`src/rtl/spi_flash_emu_responder_if.sv`:
```
// spi_flash_emu_responder_if: SPI pins plus byte-wide memory read port of the flash emulator.
//   slave  (device): samples spi_sck/spi_csb/spi_sd0, mem_rvalid/mem_rdata; drives spi_sd1/spi_sd1_oe, mem_req/mem_addr
//   master (host/memory side): the opposite directions
interface spi_flash_emu_responder_if #(
    parameter int ADDR_W = 24
);
    logic              spi_sck;
    logic              spi_csb;
    logic              spi_sd0;
    logic              spi_sd1;
    logic              spi_sd1_oe;
    logic              mem_req;
    logic [ADDR_W-1:0] mem_addr;
    logic              mem_rvalid;
    logic [7:0]        mem_rdata;
    modport slave (
        input  spi_sck, spi_csb, spi_sd0, mem_rvalid, mem_rdata,
        output spi_sd1, spi_sd1_oe, mem_req, mem_addr
    );
    modport master (
        output spi_sck, spi_csb, spi_sd0, mem_rvalid, mem_rdata,
        input  spi_sd1, spi_sd1_oe, mem_req, mem_addr
    );
endinterface

```
`src/rtl/spi_flash_emu_responder.sv`:
```
// spi_flash_emu_responder: SPI mode-0 flash device model answering READ (03), RDID (9F), RDSR (05) from a byte memory port.
//   clk_i, rst_ni : system clock (>=16x sck), synchronous active-low reset
//   bus (slave)   : SPI sck/csb/sd0 in, sd1/sd1_oe out; mem_req/mem_addr out, mem_rvalid/mem_rdata in
//   busy_o        : transaction in progress
//   opcode_o      : last complete opcode
//   underrun_o    : sticky, a READ data byte was not available at its first falling edge
module spi_flash_emu_responder #(
    parameter int          ADDR_W      = 24,
    parameter logic [23:0] JEDEC_ID    = 24'hEF4018,
    parameter int          SYNC_STAGES = 2
) (
    input  logic                       clk_i,
    input  logic                       rst_ni,
    spi_flash_emu_responder_if.slave   bus,
    output logic                       busy_o,
    output logic [7:0]                 opcode_o,
    output logic                       underrun_o
);
    typedef enum logic [2:0] {S_IDLE, S_CMD, S_ADDR, S_DATA, S_RDID, S_RDSR, S_IGNORE} state_t;
    state_t              r_state, w_next;
    logic [SYNC_STAGES-1:0] r_sck_sync, r_csb_sync, r_sd0_sync;
    logic                r_sck_d, r_csb_d;
    logic [4:0]          r_bit_cnt;
    logic [22:0]         r_sh;
    logic [ADDR_W-1:0]   r_addr;
    logic                r_req, r_pend, r_buf_vld, r_sd1, r_oe, r_underrun;
    logic [7:0]          r_buf, r_out, r_opcode;
    logic [2:0]          r_out_cnt;
    logic [1:0]          r_id_idx;
    logic                w_sck, w_csb, w_sd0, w_rise, w_fall, w_csb_fall, w_csb_rise;
    logic                w_cmd_done, w_last_addr, w_stream, w_first, w_first_data, w_issue, w_rv, w_under;
    logic [23:0]         w_shin;
    logic [7:0]          w_byte, w_id;
    assign w_sck      = r_sck_sync[SYNC_STAGES-1];
    assign w_csb      = r_csb_sync[SYNC_STAGES-1];
    assign w_sd0      = r_sd0_sync[SYNC_STAGES-1];
    // gating sck edges with csb also makes a simultaneous csb rise win
    assign w_rise     = w_sck & ~r_sck_d & ~w_csb;
    assign w_fall     = ~w_sck & r_sck_d & ~w_csb;
    assign w_csb_fall = ~w_csb & r_csb_d;
    assign w_csb_rise = w_csb & ~r_csb_d;
    assign w_shin     = {r_sh, w_sd0};
    always_ff @(posedge clk_i) begin
        if (!rst_ni) begin
            r_sck_sync <= '0;
            r_csb_sync <= '1;
            r_sd0_sync <= '0;
            r_sck_d    <= 1'b0;
            r_csb_d    <= 1'b1;
        end else begin
            r_sck_sync <= {r_sck_sync[SYNC_STAGES-2:0], bus.spi_sck};
            r_csb_sync <= {r_csb_sync[SYNC_STAGES-2:0], bus.spi_csb};
            r_sd0_sync <= {r_sd0_sync[SYNC_STAGES-2:0], bus.spi_sd0};
            r_sck_d    <= w_sck;
            r_csb_d    <= w_csb;
        end
    end
    always_ff @(posedge clk_i) begin
        if (!rst_ni) r_state <= S_IDLE;
        else         r_state <= w_next;
    end
    always_comb begin
        w_next = r_state;
        if (r_state == S_IDLE)
            w_next = w_csb_fall ? S_CMD : S_IDLE;
        else if (w_csb_rise)
            w_next = S_IDLE;
        else if (w_cmd_done)
            w_next = (w_shin[7:0] == 8'h03) ? S_ADDR :
                     (w_shin[7:0] == 8'h9F) ? S_RDID :
                     (w_shin[7:0] == 8'h05) ? S_RDSR : S_IGNORE;
        else if (w_last_addr)
            w_next = S_DATA;
    end
    always_comb begin
        w_cmd_done   = w_rise && r_state == S_CMD && r_bit_cnt == 5'd7;
        w_last_addr  = w_rise && r_state == S_ADDR && r_bit_cnt == 5'd23;
        w_stream     = r_state == S_DATA || r_state == S_RDID || r_state == S_RDSR;
        w_first      = w_fall && w_stream && r_out_cnt == 3'd0;
        w_first_data = w_first && r_state == S_DATA;
        // prefetch: byte n+1 is requested as the MSB of byte n goes out
        w_issue      = w_last_addr || w_first_data;
        w_rv         = bus.mem_rvalid && r_pend;
        w_under      = w_first_data && !r_buf_vld && !w_rv;
        w_id         = (r_id_idx == 2'd0) ? JEDEC_ID[23:16] : (r_id_idx == 2'd1) ? JEDEC_ID[15:8] : JEDEC_ID[7:0];
        w_byte       = (r_state == S_DATA) ? (r_buf_vld ? r_buf : w_rv ? bus.mem_rdata : 8'hFF) :
                       (r_state == S_RDID) ? w_id : 8'h00;
        busy_o       = r_state != S_IDLE;
    end
    always_ff @(posedge clk_i) begin
        if (!rst_ni) begin
            r_bit_cnt <= '0;
            r_sh      <= '0;
            r_addr    <= '0;
            r_req     <= 1'b0;
            r_pend    <= 1'b0;
            r_buf_vld <= 1'b0;
            r_buf     <= '0;
            r_out     <= '0;
            r_out_cnt <= '0;
            r_id_idx  <= '0;
            r_sd1     <= 1'b0;
            r_oe      <= 1'b0;
        end else if (r_state == S_IDLE || w_csb_rise) begin
            r_bit_cnt <= '0;
            r_out_cnt <= '0;
            r_id_idx  <= '0;
            r_req     <= 1'b0;
            r_pend    <= 1'b0;
            r_buf_vld <= 1'b0;
            r_sd1     <= 1'b0;
            r_oe      <= 1'b0;
        end else begin
            r_req  <= w_issue;
            r_pend <= w_issue || (r_pend && !bus.mem_rvalid);
            if (w_rise) begin
                r_sh      <= w_shin[22:0];
                r_bit_cnt <= (w_cmd_done || w_last_addr) ? 5'd0 : r_bit_cnt + 5'd1;
            end
            if (w_last_addr)  r_addr <= w_shin[ADDR_W-1:0];
            if (w_first_data) r_addr <= r_addr + ADDR_W'(1);
            // rdata consumed straight through on an empty-buffer first fall is not also buffered
            if (w_rv && !(w_first_data && !r_buf_vld)) r_buf <= bus.mem_rdata;
            r_buf_vld <= (r_buf_vld && !w_first_data) || (w_rv && !(w_first_data && !r_buf_vld));
            if (w_fall && w_stream) begin
                r_oe      <= 1'b1;
                r_sd1     <= w_first ? w_byte[7] : r_out[7];
                r_out     <= w_first ? {w_byte[6:0], 1'b0} : {r_out[6:0], 1'b0};
                r_out_cnt <= r_out_cnt + 3'd1;
            end
            if (w_first && r_state == S_RDID) r_id_idx <= (r_id_idx == 2'd2) ? 2'd0 : r_id_idx + 2'd1;
        end
    end
    always_ff @(posedge clk_i) begin
        if (!rst_ni) begin
            r_opcode   <= 8'h00;
            r_underrun <= 1'b0;
        end else begin
            if (w_cmd_done) r_opcode <= w_shin[7:0];
            if (w_under)    r_underrun <= 1'b1;
        end
    end
    assign opcode_o       = r_opcode;
    assign underrun_o     = r_underrun;
    assign bus.spi_sd1    = r_sd1;
    assign bus.spi_sd1_oe = r_oe;
    assign bus.mem_req    = r_req;
    assign bus.mem_addr   = r_addr;
endmodule

```
`src/flat_wrapper.sv`:
```
// flat-port wrapper written by rule: the top's interface ports become plain ports
module spi_flash_emu_responder_flat 
#(
    parameter int          ADDR_W      = 24,
    parameter logic [23:0] JEDEC_ID    = 24'hEF4018,
    parameter int          SYNC_STAGES = 2
)
  (clk_i, rst_ni, busy_o, opcode_o, underrun_o, bus_spi_sck, bus_spi_csb, bus_spi_sd0, bus_mem_rvalid, bus_mem_rdata, bus_spi_sd1, bus_spi_sd1_oe, bus_mem_req, bus_mem_addr);
  spi_flash_emu_responder_if #(.ADDR_W(ADDR_W)) bus_i ();
  input  logic clk_i;
  input  logic rst_ni;
  output logic busy_o;
  output logic [7:0] opcode_o;
  output logic underrun_o;
  input wire logic [$bits(bus_i.spi_sck)-1:0] bus_spi_sck;
  input wire logic [$bits(bus_i.spi_csb)-1:0] bus_spi_csb;
  input wire logic [$bits(bus_i.spi_sd0)-1:0] bus_spi_sd0;
  input wire logic [$bits(bus_i.mem_rvalid)-1:0] bus_mem_rvalid;
  input wire logic [$bits(bus_i.mem_rdata)-1:0] bus_mem_rdata;
  output wire logic [$bits(bus_i.spi_sd1)-1:0] bus_spi_sd1;
  output wire logic [$bits(bus_i.spi_sd1_oe)-1:0] bus_spi_sd1_oe;
  output wire logic [$bits(bus_i.mem_req)-1:0] bus_mem_req;
  output wire logic [$bits(bus_i.mem_addr)-1:0] bus_mem_addr;
  assign bus_i.spi_sck = bus_spi_sck;
  assign bus_i.spi_csb = bus_spi_csb;
  assign bus_i.spi_sd0 = bus_spi_sd0;
  assign bus_i.mem_rvalid = bus_mem_rvalid;
  assign bus_i.mem_rdata = bus_mem_rdata;
  assign bus_spi_sd1 = bus_i.spi_sd1;
  assign bus_spi_sd1_oe = bus_i.spi_sd1_oe;
  assign bus_mem_req = bus_i.mem_req;
  assign bus_mem_addr = bus_i.mem_addr;
  spi_flash_emu_responder #(.ADDR_W(ADDR_W), .JEDEC_ID(JEDEC_ID), .SYNC_STAGES(SYNC_STAGES)) u_core (.clk_i(clk_i), .rst_ni(rst_ni), .bus(bus_i), .busy_o(busy_o), .opcode_o(opcode_o), .underrun_o(underrun_o));
endmodule
```
`config.mk`:
```
export PLATFORM = sky130hd
export DESIGN_NAME = spi_flash_emu_responder_flat
export DESIGN_NICKNAME = d
export VERILOG_FILES = /design/src/rtl/spi_flash_emu_responder_if.sv /design/src/rtl/spi_flash_emu_responder.sv /design/src/flat_wrapper.sv
export SDC_FILE = /design/constraint.sdc
export NUM_CORES = 1
export LEC_CHECK = 0
export BUFFER_PORTS_ARGS = -buffer_cell sky130_fd_sc_hd__buf_2
export CAP_MARGIN = 20
export CORE_ASPECT_RATIO = 0.6
export CORE_MARGIN = 8
export CORE_UTILIZATION = 53
export DETAILED_ROUTE_END_ITERATION = 10
export PLACE_DENSITY = 0.79
export REMOVE_ABC_BUFFERS = 1
export SLEW_MARGIN = 20
export SYNTH_ARGS = -nofsm -noshare
export SYNTH_HDL_FRONTEND = slang
export SYNTH_SLANG_ARGS = --single-unit
```
`constraint.sdc`:
```
create_clock -name clk_i -period 1.8 [get_ports clk_i]
set_input_delay 0 -clock clk_i [delete_from_list [all_inputs] [get_ports clk_i]]
set_output_delay 0 -clock clk_i [all_outputs]
set_load 0.02 [all_outputs]
```
==> run summary, run 1 <==
The core region is 8490 sq um. The period utilization came out at 98.2%. The number of global-route vias before repair is 4349. From synthesis to final layout, the design area changed by 26.6%. In the final design database the tool counted 665 nets.

The number of rows created at floorplan is 26. The slew of the pin with the lowest slew margin is 0.742 ns. Setup violations remaining at the end of the flow were counted as 0.

The number of antenna violations at the first check in global routing came out at 0. The final number of hold-violating endpoints is 0. The run finished with clean final reports. The areal power density over the cells is 723 nW/um^2. The floorplan step set the die width to 137 um. The fmax came out at 565 MHz. The number of buffers added by the clock tree synthesis step came out at 9. The pin count of the biggest net entering global routing came out at 28.

The number of cells in the design after placement came out at 730. Summing all non-filler instances in the final layout gives an area of 5850 sq um. The cell count after synthesis came out at 559. Counting cells, the worst reg-to-reg path comes to 6. The core utilization of the finished layout came out at 69.0%. The peak supply drop is 0.000543 V. The setup slack of the most critical reg-to-reg path came out at 0.03 ns. The number of levels the H-tree was split into is 3. The signal on the critical path passes through ha_1, nand4bb_1, or3_4, buf_12, a31oi_2, a31oi_1. The smallest clock period supported by the final layout is computed as 1.77 ns. The routed via count came out at 4849. A synthesized cell averages 8.27 sq um. The number of enable flip-flop cells after synthesis is 0. The number of buffer and inverter instances along the worst setup path came out at 1. For this design, the slowest cell found on the critical path is or3_4. Synthesis inferred 97 register bits.

In this run the tightest slew margin relative to its limit is 49.9%. The worst setup path is launched from a flop. The total power after layout came out at 4.23 mW. Summed over all failing endpoints, the final setup total negative slack is 0 ns.

The clock insertion delay at the later pin of the skew report is 0.35 ns. The finished layout holds 765 standard cells, fillers aside. STA classifies the critical path endpoint as a flop. The min-delay analysis places its worst path in the category in2reg.

The post-placement cell area is 5250 sq um. The deepest clock path buffer count came out at 2. The starting density of the core came out at 54.5%. The clock slew seen by the registers of the worst setup and hold paths is 0.07 ns.

At the worst endpoint, the required time is 2.01 ns. Leaving out fill and tap cells, the most frequent cell in the layout is dfxtp_1. In the synthesized netlist the dominant register cell turns out to be dfxtp_1. The final HPWL from detailed placement is 9490 um.

The synthesized area came out at 4630 sq um. The first detailed-routing pass ran for 6 iterations. The routed wirelength normalized by instance count is 18.3 um. The TritonCTS clock tree is done. The overall die height came out at 88.4 um. The die covers 12100 sq um. The sum of overflow across all layers after global routing is 0. The final max-slew violation count is 0. The max capacitance violation total came out at 0. The first global-routing pass estimated 22100 um of wire.

The critical path depth is 6. For this run, the number of Yosys warnings is 0. The number of DRC violations after detailed routing is 0. For this block, the initial DRC count from the detailed router was 675. Routability-driven placement finished with a final weighted congestion of 0.906. The count of port buffers added during placement came out at 50. The critical path is of the reg2reg type. The root buffer cell chosen for the clock tree is clkbuf_16. The fraction of final layout cells sized beyond drive strength 1 came out at 21.9%. The maximum fanout along the worst path came out at 26.

The routed design has 14000 um of wire. In this design, the largest share of critical-path delay is due to simple AND/OR/NAND/NOR gates. In this run the count of I/O pins placed on the die edge is 51. The hold path depth came out at 3. The sequential element share of the synthesized area is 42.0%. The number of nets with antenna violations after detailed routing is 0. For this run, the total global-route usage over all layers was measured as 22.9%. For the worst setup path, the data arrival time is 1.98 ns.

Leaving out fill and tap cells, the most frequent cells in the layout are dfxtp_1, nand2_1, buf_2, a21oi_1, buf_4. The static leakage power came out at 2.18 nW. The ratio of routed vias to standard cells came out at 6.34. The share of flip-flops with an asynchronous set or reset after synthesis is 0%. The peak per-stage delay on the critical path came out at 0.44 ns. The clock net in this run drives a total of 97 sinks.

Across the routed clock network, the largest skew measured is 0.00578 ns. The count of different cell masters after synthesis is 67.
==> worst reg2reg max path, cell delays in order, from the launching register on <==
cell	delay, ns
dfxtp_1	0.36
ha_1	0.19
nand4bb_1	0.15
or3_4	0.44
buf_12	0.17
a31oi_2	0.21
a31oi_1	0.11
==> per-layer routing <==
metal  GRT usage (%)  vias to the layer above  routed length [um]
met2            33.3                      314                5930
met4            7.23                        0                 252
li1                -                     2224                   -
met3            6.01                       36                1500
met1            32.0                     2275                6350
met5               0                        -                   0
==> path summary, 6_finish.rpt <==
kind,to,startpoint
worst min register to register,u_core.r_sd0_sync[1]$_SDFF_PN0_,u_core.r_sd0_sync[0]$_SDFF_PN0_
worst min-delay path,u_core.r_csb_sync[0]$_SDFF_PN1_,bus_spi_csb
worst max register to register,u_core.bus.mem_addr[14]$_SDFFE_PN0P_,u_core.r_bit_cnt[1]$_SDFFE_PP0P_
worst max-delay path,u_core.bus.mem_addr[14]$_SDFFE_PN0P_,u_core.r_bit_cnt[1]$_SDFFE_PP0P_
==> logic make-up after synthesis <==
logic type	synth area share, %
AOI/OAI and AO/OA	19.4
adders and majority gates	1.08
buffers and inverters	5.25
DFF	42.0
muxes	3.71
xor gates and xnor gates	1.14
and+or+nand+nor	27.5
==> state kept, by name, indices dropped and copies added (netlist names), 2 cells and up <==
register,cells
u_core.r_out_cnt,3
u_core.r_bit_cnt,5
u_core.r_id_idx,2
u_core.r_buf,8
u_core.r_state,3
u_core.r_out,7
u_core.opcode_o,8
u_core.r_sck_sync,2
u_core.r_sh,23
u_core.r_sd0_sync,2
u_core.bus.mem_addr,24
u_core.r_csb_sync,2
==> synth_stat cells (6+ instances only) <==
cell type	instances	share of area [%]
dfxtp_1	97	42
nand2_1	78	6.3
a21oi_1	49	5.3
nor2_1	28	2.3
nand3_1	23	2.5
clkbuf_1	22	1.8
inv_1	19	1.5
a31oi_1	18	2.4
mux2i_1	16	3.5
nand2b_1	15	2.0
o21ai_1	14	1.5
nor3_1	13	1.4
nor4_1	12	1.6
buf_2	11	1.2
nand4_1	11	1.5
and2_1	9	1.2
and4_1	6	1.1
o21ai_0	6	0.65
==> timing repair <==
item                       CTS  global route
hold endpoints to repair    14             0
gates cloned                 0             1
hold buffers                13             0
setup endpoints to repair    6            71
gates resized for setup      3            28
setup buffers                0             4
pin swaps                    0             5
==> power breakdown <==
part | total [mW] | internal [mW] | switching (mW)
clock | 1.93 | 1.11 | 0.819
sequential | 2.17 | 2.15 | 0.0109
combinational | 0.138 | 0.0631 | 0.0746
total | 4.23 | 3.33 | 0.905
==> final cells by class <==
class / count / area (sq um)
multi-input cells: 404 / 2560
fillers: 659 / 2640
well taps: 112 / 140
clock inverters: 5 / 55.1
inverters: 20 / 75.1
diodes: 1 / 2.50
repair buffers: 115 / 826
clock buffers: 11 / 243
flip-flops and latches: 97 / 1950
==> through the flow <==
stage | setup slack [ns] | hold WS (ns)
2_1_floorplan | -0.291 | 0.0730
3_3_place_gp | 0.0305 | 0.185
3_5_place_dp | -0.0142 | 0.187
4_1_cts | 0.000529 | 0.369
5_1_grt | -0.0439 | 0.401
6_report | 0.0316 | 0.368
(Power assumes the default switching activity.)
==> run 2, diff against run 1 <==
- PLACE_DENSITY: 0.79 -> 0.72
==> run summary, run 2 (same netlist as run 1, synthesis figures left out) <==
The area growth from synthesis to final layout is 26.9%. The number of nets in the finished design is 667 (+0.30%). The static leakage power came out at 2.18 nW (about the same). The pin count of the biggest net entering global routing came out at 35 (+25%). The final HPWL from detailed placement is 9570 um (+0.86%). The total core area came to 8490 sq um (unchanged).

The TritonCTS clock tree is done. The slew of the pin with the lowest slew margin is 0.690 ns (-0.0515 ns). The worst relative slew slack is 53.4% (+3.5 points). The routed wirelength normalized by instance count came to 18.6 um (+1.3%). The core utilization of the finished layout came to 69.1% (+0.18 points).

The number of levels the H-tree was split into is 3 (unchanged). The clock slew seen by the registers of the worst setup and hold paths came out at 0.07 ns (about the same). The number of nets with antenna violations after detailed routing is 0 (unchanged).

The clock period minus worst slack came out at 1.75 ns (-0.0146 ns). The peak per-stage delay on the critical path is 0.44 ns (about the same). The antenna diode count came out at 0 (-1).

The top cell types in the final layout, fill and taps aside, are dfxtp_1, nand2_1, buf_2, a21oi_1, buf_4. The kind of critical path is reg2reg. The library cell used most frequently in the layout, excluding fill and tap cells, is dfxtp_1. The critical path starts at u_core.r_bit_cnt[0]$_SDFFE_PP0P_. The power spent charging and discharging nets is 0.898 mW (-0.71%).

The clock network fraction of total power is 45.9% (+0.3 points). The final standard cell count with taps included and fillers excluded was 765 (unchanged). The worst clock skew came out at 0.00777 ns (+0.00199 ns). The flow ran to the end, and the final reports show no timing, DRC or antenna violations. The number of antenna violations at the first check in global routing came out at 0 (unchanged). STA classifies the critical path endpoint as a flop. The setup-violating endpoint count in the final report came out at 0 (unchanged). The number of cells in the design after placement came to 735 (+0.68%). The fmax is 570 MHz (+0.83%). The total wire length after detailed routing is 14200 um (+1.3%). The total global-route track usage is 23.4% (+0.50 points). The sum of overflow across all layers after global routing is 0 (unchanged). The routed via count is 4777 (-1.5%).

The final number of hold-violating endpoints was 0 (unchanged). The worst register-to-register path begins at u_core.r_bit_cnt[0]$_SDFFE_PP0P_. The clock insertion delay at the later pin of the skew report came to 0.35 ns (about the same). The peak supply drop came to 0.000561 V (+3.3%). The worst hold path begins at rst_ni. The area of the die is 12100 sq um (unchanged). The portion of total power attributed to sequential cells is 50.9% (-0.3 points). The master cell of the clock root buffer is clkbuf_16. The internal power contribution came out at 3.35 mW (+0.77%). The maximum fanout along the worst path is 25 (-3.8%). The required time at the endpoint of the critical path came to 2.01 ns (about the same).

The number of rows created at floorplan is 26 (unchanged). The ratio of routed vias to standard cells is 6.24 (-1.5%). The final weighted congestion in routability-driven placement is 0.881 (-2.7%).

The worst setup path is launched from a flop. The count of port buffers added during placement came out at 50 (unchanged). The starting density of the core is 54.5% (unchanged).

The number of search-and-repair iterations in the first detailed-routing pass came to 7 (+1). The proportion of power drawn by combinational gates is 3.2% (about the same). The switching portion of total power came out at 21.1% (-0.25 points). The final max-slew violation count is 0 (unchanged).

The slowest stage of the critical path belongs to the cell or3_4. The width of the chip came out at 137 um (unchanged). The number of placed I/O pins came out at 51 (unchanged). The overall die height was 88.4 um (unchanged).

The number of global-route vias before repair came out at 4281 (-1.6%). The number of DRC violations after detailed routing is 0 (unchanged). The iteration-0 DRC count of the detailed router is 569 (-16%). The max capacitance violation total was 0 (unchanged).

The flip-flop count of the largest register after layout is 24 (unchanged). The number of buffers added by the clock tree synthesis step came out at 9 (unchanged). The endpoint arrival time on the critical path came to 1.96 ns (-0.02 ns).

The number of fill cells came out at 670 (+1.7%). The period utilization came out at 97.4% (-0.81 points). The fraction of final layout cells sized beyond drive strength 1 came out at 23.4% (+1.5 points). The global-route wire length before repair came out at 22400 um (+1.2%). The deepest clock path buffer count was 2 (unchanged). Walking the worst path, the cells encountered are ha_2, nand4bb_1, or3_4, buf_12, mux2i_2, a31oi_1.

The areal power density over the cells came out at 724 nW/um^2 (+0.19%). The number of sinks on the clock net was 97 (unchanged). The worst hold-check path type is in2reg.
run 2: layer usage:
metal	GRT usage, %	part of all wire (%)	vias up	wire length, um
li1	-	-	2222	-
met2	33.0	42	252	6030
met1	33.6	47	2282	6630
met3	7.77	9.6	21	1360
met4	4.46	1.3	0	189
met5	0	0	-	0
run 2: layout make-up:
class                      count  area (sq um)  share of cell area, %
multi-input combinational    404          2570                   43.7
inverter                      20          75.1                   1.28
tap                          112           140                   2.39
timing repair buffer         117           835                   14.2
sequential                    97          1960                   33.3
clock inverter                 3          40.0                  0.682
clock buffer                  12           256                   4.37
run 2: worst max-delay path: cells and delay by family (launching register included):
kind,cells,cell delay [ns]
buf+inv,1,0.18
fa+ha+maj,1,0.20
simple gates,2,0.58
mux,1,0.20
flops,1,0.34
compound gates,1,0.10
run 2: power groups by stage:
stage | Combinational, mW | Clock, mW | Sequential [mW]
final | 0.134 | 1.95 | 2.17
after global routing | 0.141 | 2.06 | 2.17
after CTS | 0.127 | 1.96 | 2.16
after detailed placement | 0.104 | 0 | 2.21
after global placement | 0.102 | 0 | 2.21
after floorplan | 0.0443 | 0 | 2.21
run 2: path summary, 6_finish.rpt:
path | depth (start not counted) | slack, ns | endpoint
setup / recovery | 6 | 0.05 | u_core.bus.mem_addr[13]$_SDFFE_PN0P_
hold reg to reg | 1 | 0.44 | u_core.r_sd0_sync[1]$_SDFF_PN0_
hold / removal | 3 | 0.16 | u_core.r_csb_d$_SDFF_PN1_
setup reg to reg | 6 | 0.05 | u_core.bus.mem_addr[13]$_SDFFE_PN0P_
run 2: timing repair:
item / CTS / global route
pin swaps: 3 / 6
setup buffers: 0 / 2
gates cloned: 0 / 1
hold endpoints to repair: 13 / 0
hold buffers: 12 / 0
setup endpoints to repair: 12 / 46
resized for setup: 7 / 31
run 2: stage by stage:
| step | setup TNS, ns | hold WS [ns] | setup slack, ns | total power [mW] | cell area [sq um] |
|---|---|---|---|---|---|
| 3_3_place_gp | -0.00134 | 0.187 | -0.00134 | 2.31 | 5290 |
| 4_1_cts | 0 | 0.143 | 0.0167 | 4.25 | 5740 |
| 2_1_floorplan | -2.69 | 0.0730 | -0.291 | 2.25 | 4460 |
| 6_report | 0 | 0.160 | 0.0462 | 4.25 | 5870 |
| 5_1_grt | -0.0766 | 0.159 | -0.0276 | 4.37 | 5870 |
| 3_5_place_dp | -0.180 | 0.184 | -0.0973 | 2.32 | 5290 |
==> run 3, diff against run 2 <==
- ABC_AREA: unset -> 1
==> run summary, run 3 <==
The number of enable flip-flop cells after synthesis came out at 0 (unchanged). The final worst setup slack came out at 0.0763 ns (+0.0301 ns). In the synthesized netlist, the cells that appear most often are nand2_1, inv_1, nor2_1. The multiplexer area fraction after synthesis came out at 0% (-3.7 points). The final number of hold-violating endpoints came out at 0 (unchanged). The number of search-and-repair iterations in the first detailed-routing pass is 5 (-2).

The ratio of routed vias to standard cells is 5.40 (-13%). The number of antenna violations at the first check in global routing is 0 (unchanged). The final HPWL from detailed placement came out at 10100 um (+5.3%). The total wire length after detailed routing is 14200 um (about the same).

The static leakage power is 2.58 nW (+18%). The share of flip-flops with an asynchronous set or reset after synthesis came to 0% (unchanged). The path class of the tightest hold or removal check is in2reg. Leaving out fill and tap cells, the most frequent cells in the layout are nand2_1, inv_1, nor2_1, dfxtp_1, o21ai_0. The required time at the endpoint of the critical path is 2.00 ns (about the same). The post-synthesis share of cell area spent on and, or, nand and nor gates came out at 30.6% (+3.1 points). The number of rows created at floorplan is 27 (+3.8%). The number of levels the H-tree was split into came to 3 (unchanged). Ranked by total cell area, the synthesized netlist is headed by dfxtp_1, nand2_1, inv_1. The adder-cell share of the synthesized area is 1.03% (-0.051 points). The compound-gate portion of the synthesized area came to 16.1% (-3.3 points). The starting density of the core was 53.8% (-0.66 points). The worst setup slack before clock tree synthesis came out at -0.104 ns (-0.00665 ns). TritonCTS built the clock tree. The sequential element share of the synthesized area is 40.0% (-2.0 points). The number of sinks on the clock net came out at 97 (unchanged). The slew of the pin with the lowest slew margin came to 0.810 ns (+0.120 ns). The number of DRC violations after detailed routing came out at 0 (unchanged). The leading cell type in the layout, fill and taps excluded is nand2_1.

The overall die height came out at 90.1 um (+2.0%). The proportion of netlist area held by the largest area contributor is 40.0% (-2.0 points). The number of nets with antenna violations after detailed routing is 0 (unchanged).

The flip-flop count of the largest register after layout came out at 24 (unchanged). The routed via count is 5073 (+6.2%). The maximum fanout along the worst path was 8 (-68%). The iteration-0 DRC count of the detailed router came to 504 (-11%). The period utilization is 95.8% (-1.7 points).

The number of nets in the finished design came out at 836 (+25%). The setup-violating endpoint count in the final report came to 0 (unchanged). The aggregate negative setup slack was 0 ns (unchanged). The flow ran to the end, and the final reports show no timing, DRC or antenna violations. The number of buffers added by the clock tree synthesis step is 9 (unchanged). The fraction of final layout cells sized beyond drive strength 1 came out at 18.7% (-4.7 points). The fmax came out at 580 MHz (+1.7%). The count of port buffers added during placement came out at 50 (unchanged). Setup repair after global routing could not meet its margin everywhere. The synthesized area came out at 4850 sq um (+4.9%). The sum of overflow across all layers after global routing came out at 0 (unchanged). The final max-slew violation count came to 0 (unchanged).

The clock period minus worst slack is 1.72 ns (-0.0301 ns). The cell count after synthesis came out at 733 (+31%). The antenna diode count came out at 0 (unchanged). The clock slew seen by the registers of the worst setup and hold paths is 0.07 ns (about the same). The endpoint arrival time on the critical path came out at 1.92 ns (-0.04 ns).

The final weighted congestion in routability-driven placement came out at 0.947 (+7.5%). The routed wirelength normalized by instance count came out at 15.1 um (-18%). The synthesized-area fraction occupied by xor and xnor cells came to 1.08% (-0.054 points).

The clock insertion delay at the later pin of the skew report is 0.35 ns (about the same). The count of different cell masters after synthesis came out at 39 (-42%). The setup path with the least slack is of type reg2reg. The deepest clock path buffer count came out at 2 (unchanged).

The area growth from synthesis to final layout is 23.6%. The average size of a mapped cell is 6.62 sq um (-20%). The area of the die is 12600 sq um (+4.2%). The global-route wire length before repair came out at 22200 um (-0.77%).

The number of warnings issued by yosys is 0 (unchanged). The flip-flop and latch count after synthesis came out at 97 (unchanged). The pin count of the biggest net entering global routing is 39 (+11%). The width of the chip is 140 um (+2.2%).

The peak supply drop came out at 0.000478 V (-15%). The number of global-route vias before repair was 4476 (+4.6%). The capturing element type of the critical path is a flop. The total core area is 9020 sq um (+6.2%). The areal power density over the cells was 731 nW/um^2 (+0.95%). STA classifies the critical path startpoint as a flop. The total global-route track usage is 21.4% (-1.9 points).

The cell sitting at the root of the clock tree is a clkbuf_16. The worst clock skew came out at 0.0111 ns (+0.00332 ns). The core utilization of the finished layout came to 66.5% (-2.6 points). The number of placed I/O pins came to 51 (unchanged). The worst relative slew slack came out at 45.9% (-7.5 points). The max capacitance violation total is 0 (unchanged). The top cell type by total area after synthesis is dfxtp_1. The most used flip-flop cell after synthesis is dfxtp_1. By area, the combinational part of the netlist is dominated by simple AND/OR/NAND/NOR gates. The most frequently used cell type in the post-synthesis netlist is nand2_1.
run 3: changes by cell type after synthesis, sizes merged, moves of 16 or more:
cell	change
inv	+87
nand2	+87
nor2	+74
o21ai	+62
nand3	+28
a31oi	-16
mux2i	-16
run 3: logic make-up after synthesis:
logic type | after synthesis
compound gates | 146
xor+xnor | 6
fa+ha+maj | 4
buf+inv | 134
flops | 97
simple gates | 346
run 3: final cells by class:
cell class	instances	area, sq um
Tap cell	116	145
Multi-Input combinational cell	502	2460
Clock buffer	9	225
Sequential cell	97	1950
Clock inverter	7	101
Inverter	108	405
Timing Repair Buffer	100	714
Fill cell	796	3020
run 3: path summary, 6_finish.rpt:
path,startpoint,endpoint,slack [ns],cells after the start
hold reg to reg,u_core.r_sck_sync[0]$_SDFF_PN0_,u_core.r_sck_sync[1]$_SDFF_PN0_,0.42,2
hold / removal,bus_mem_rdata[0],u_core.r_buf[0]$_SDFFE_PN0P_,0.004,5
setup / recovery,u_core.r_out_cnt[1]$_SDFFE_PP0P_,u_core.bus.mem_addr[19]$_SDFFE_PN0P_,0.08,10
setup reg to reg,u_core.r_out_cnt[1]$_SDFFE_PP0P_,u_core.bus.mem_addr[19]$_SDFFE_PN0P_,0.08,10
run 3: where the power goes:
group	internal (mW)	switching, mW	leakage [nW]
Clock	1.23	0.881	0.153
Sequential	2.15	0.00736	0.785
Combinational	0.0421	0.0718	1.64
run 3: critical path, stage by stage (launching register included):
cell and delay (ns):
dfxtp_2 0.33, inv_2 0.07, ha_4 0.13, inv_2 0.04, nor2_4 0.17, nand3_4 0.11, nor2_4 0.30, clkbuf_16 0.22
nand3_1 0.08, nand2_1 0.07, a21oi_1 0.05
run 3: stage by stage:
stage	std cells	instance area, sq um	hold slack (ns)	power (mW)
4_1_cts	928	5780	0.00108	4.40
6_report	939	6000	0.00410	4.39
2_1_floorplan	707	4720	0.0689	2.25
3_5_place_dp	905	5380	0.188	2.31
3_3_place_gp	905	5380	0.183	2.31
5_1_grt	939	6000	0.0473	4.50
run 3: per-layer routing:
metal | part of all wire (%) | global-route usage [%]
met1 | 49 | 30.7
met2 | 41 | 30.4
met3 | 9.6 | 6.97
met4 | 1.2 | 4.94
met5 | 0 | 0
run 3: repair_timing:
action | CTS | global route
resized for setup | 3 | 33
hold buffers | 7 | 0
pin swaps | 0 | 10
endpoints found under the hold margin | 7 | 0
cloned | 0 | 3
setup buffers | 0 | 8
setup endpoints to repair | 2 | 40
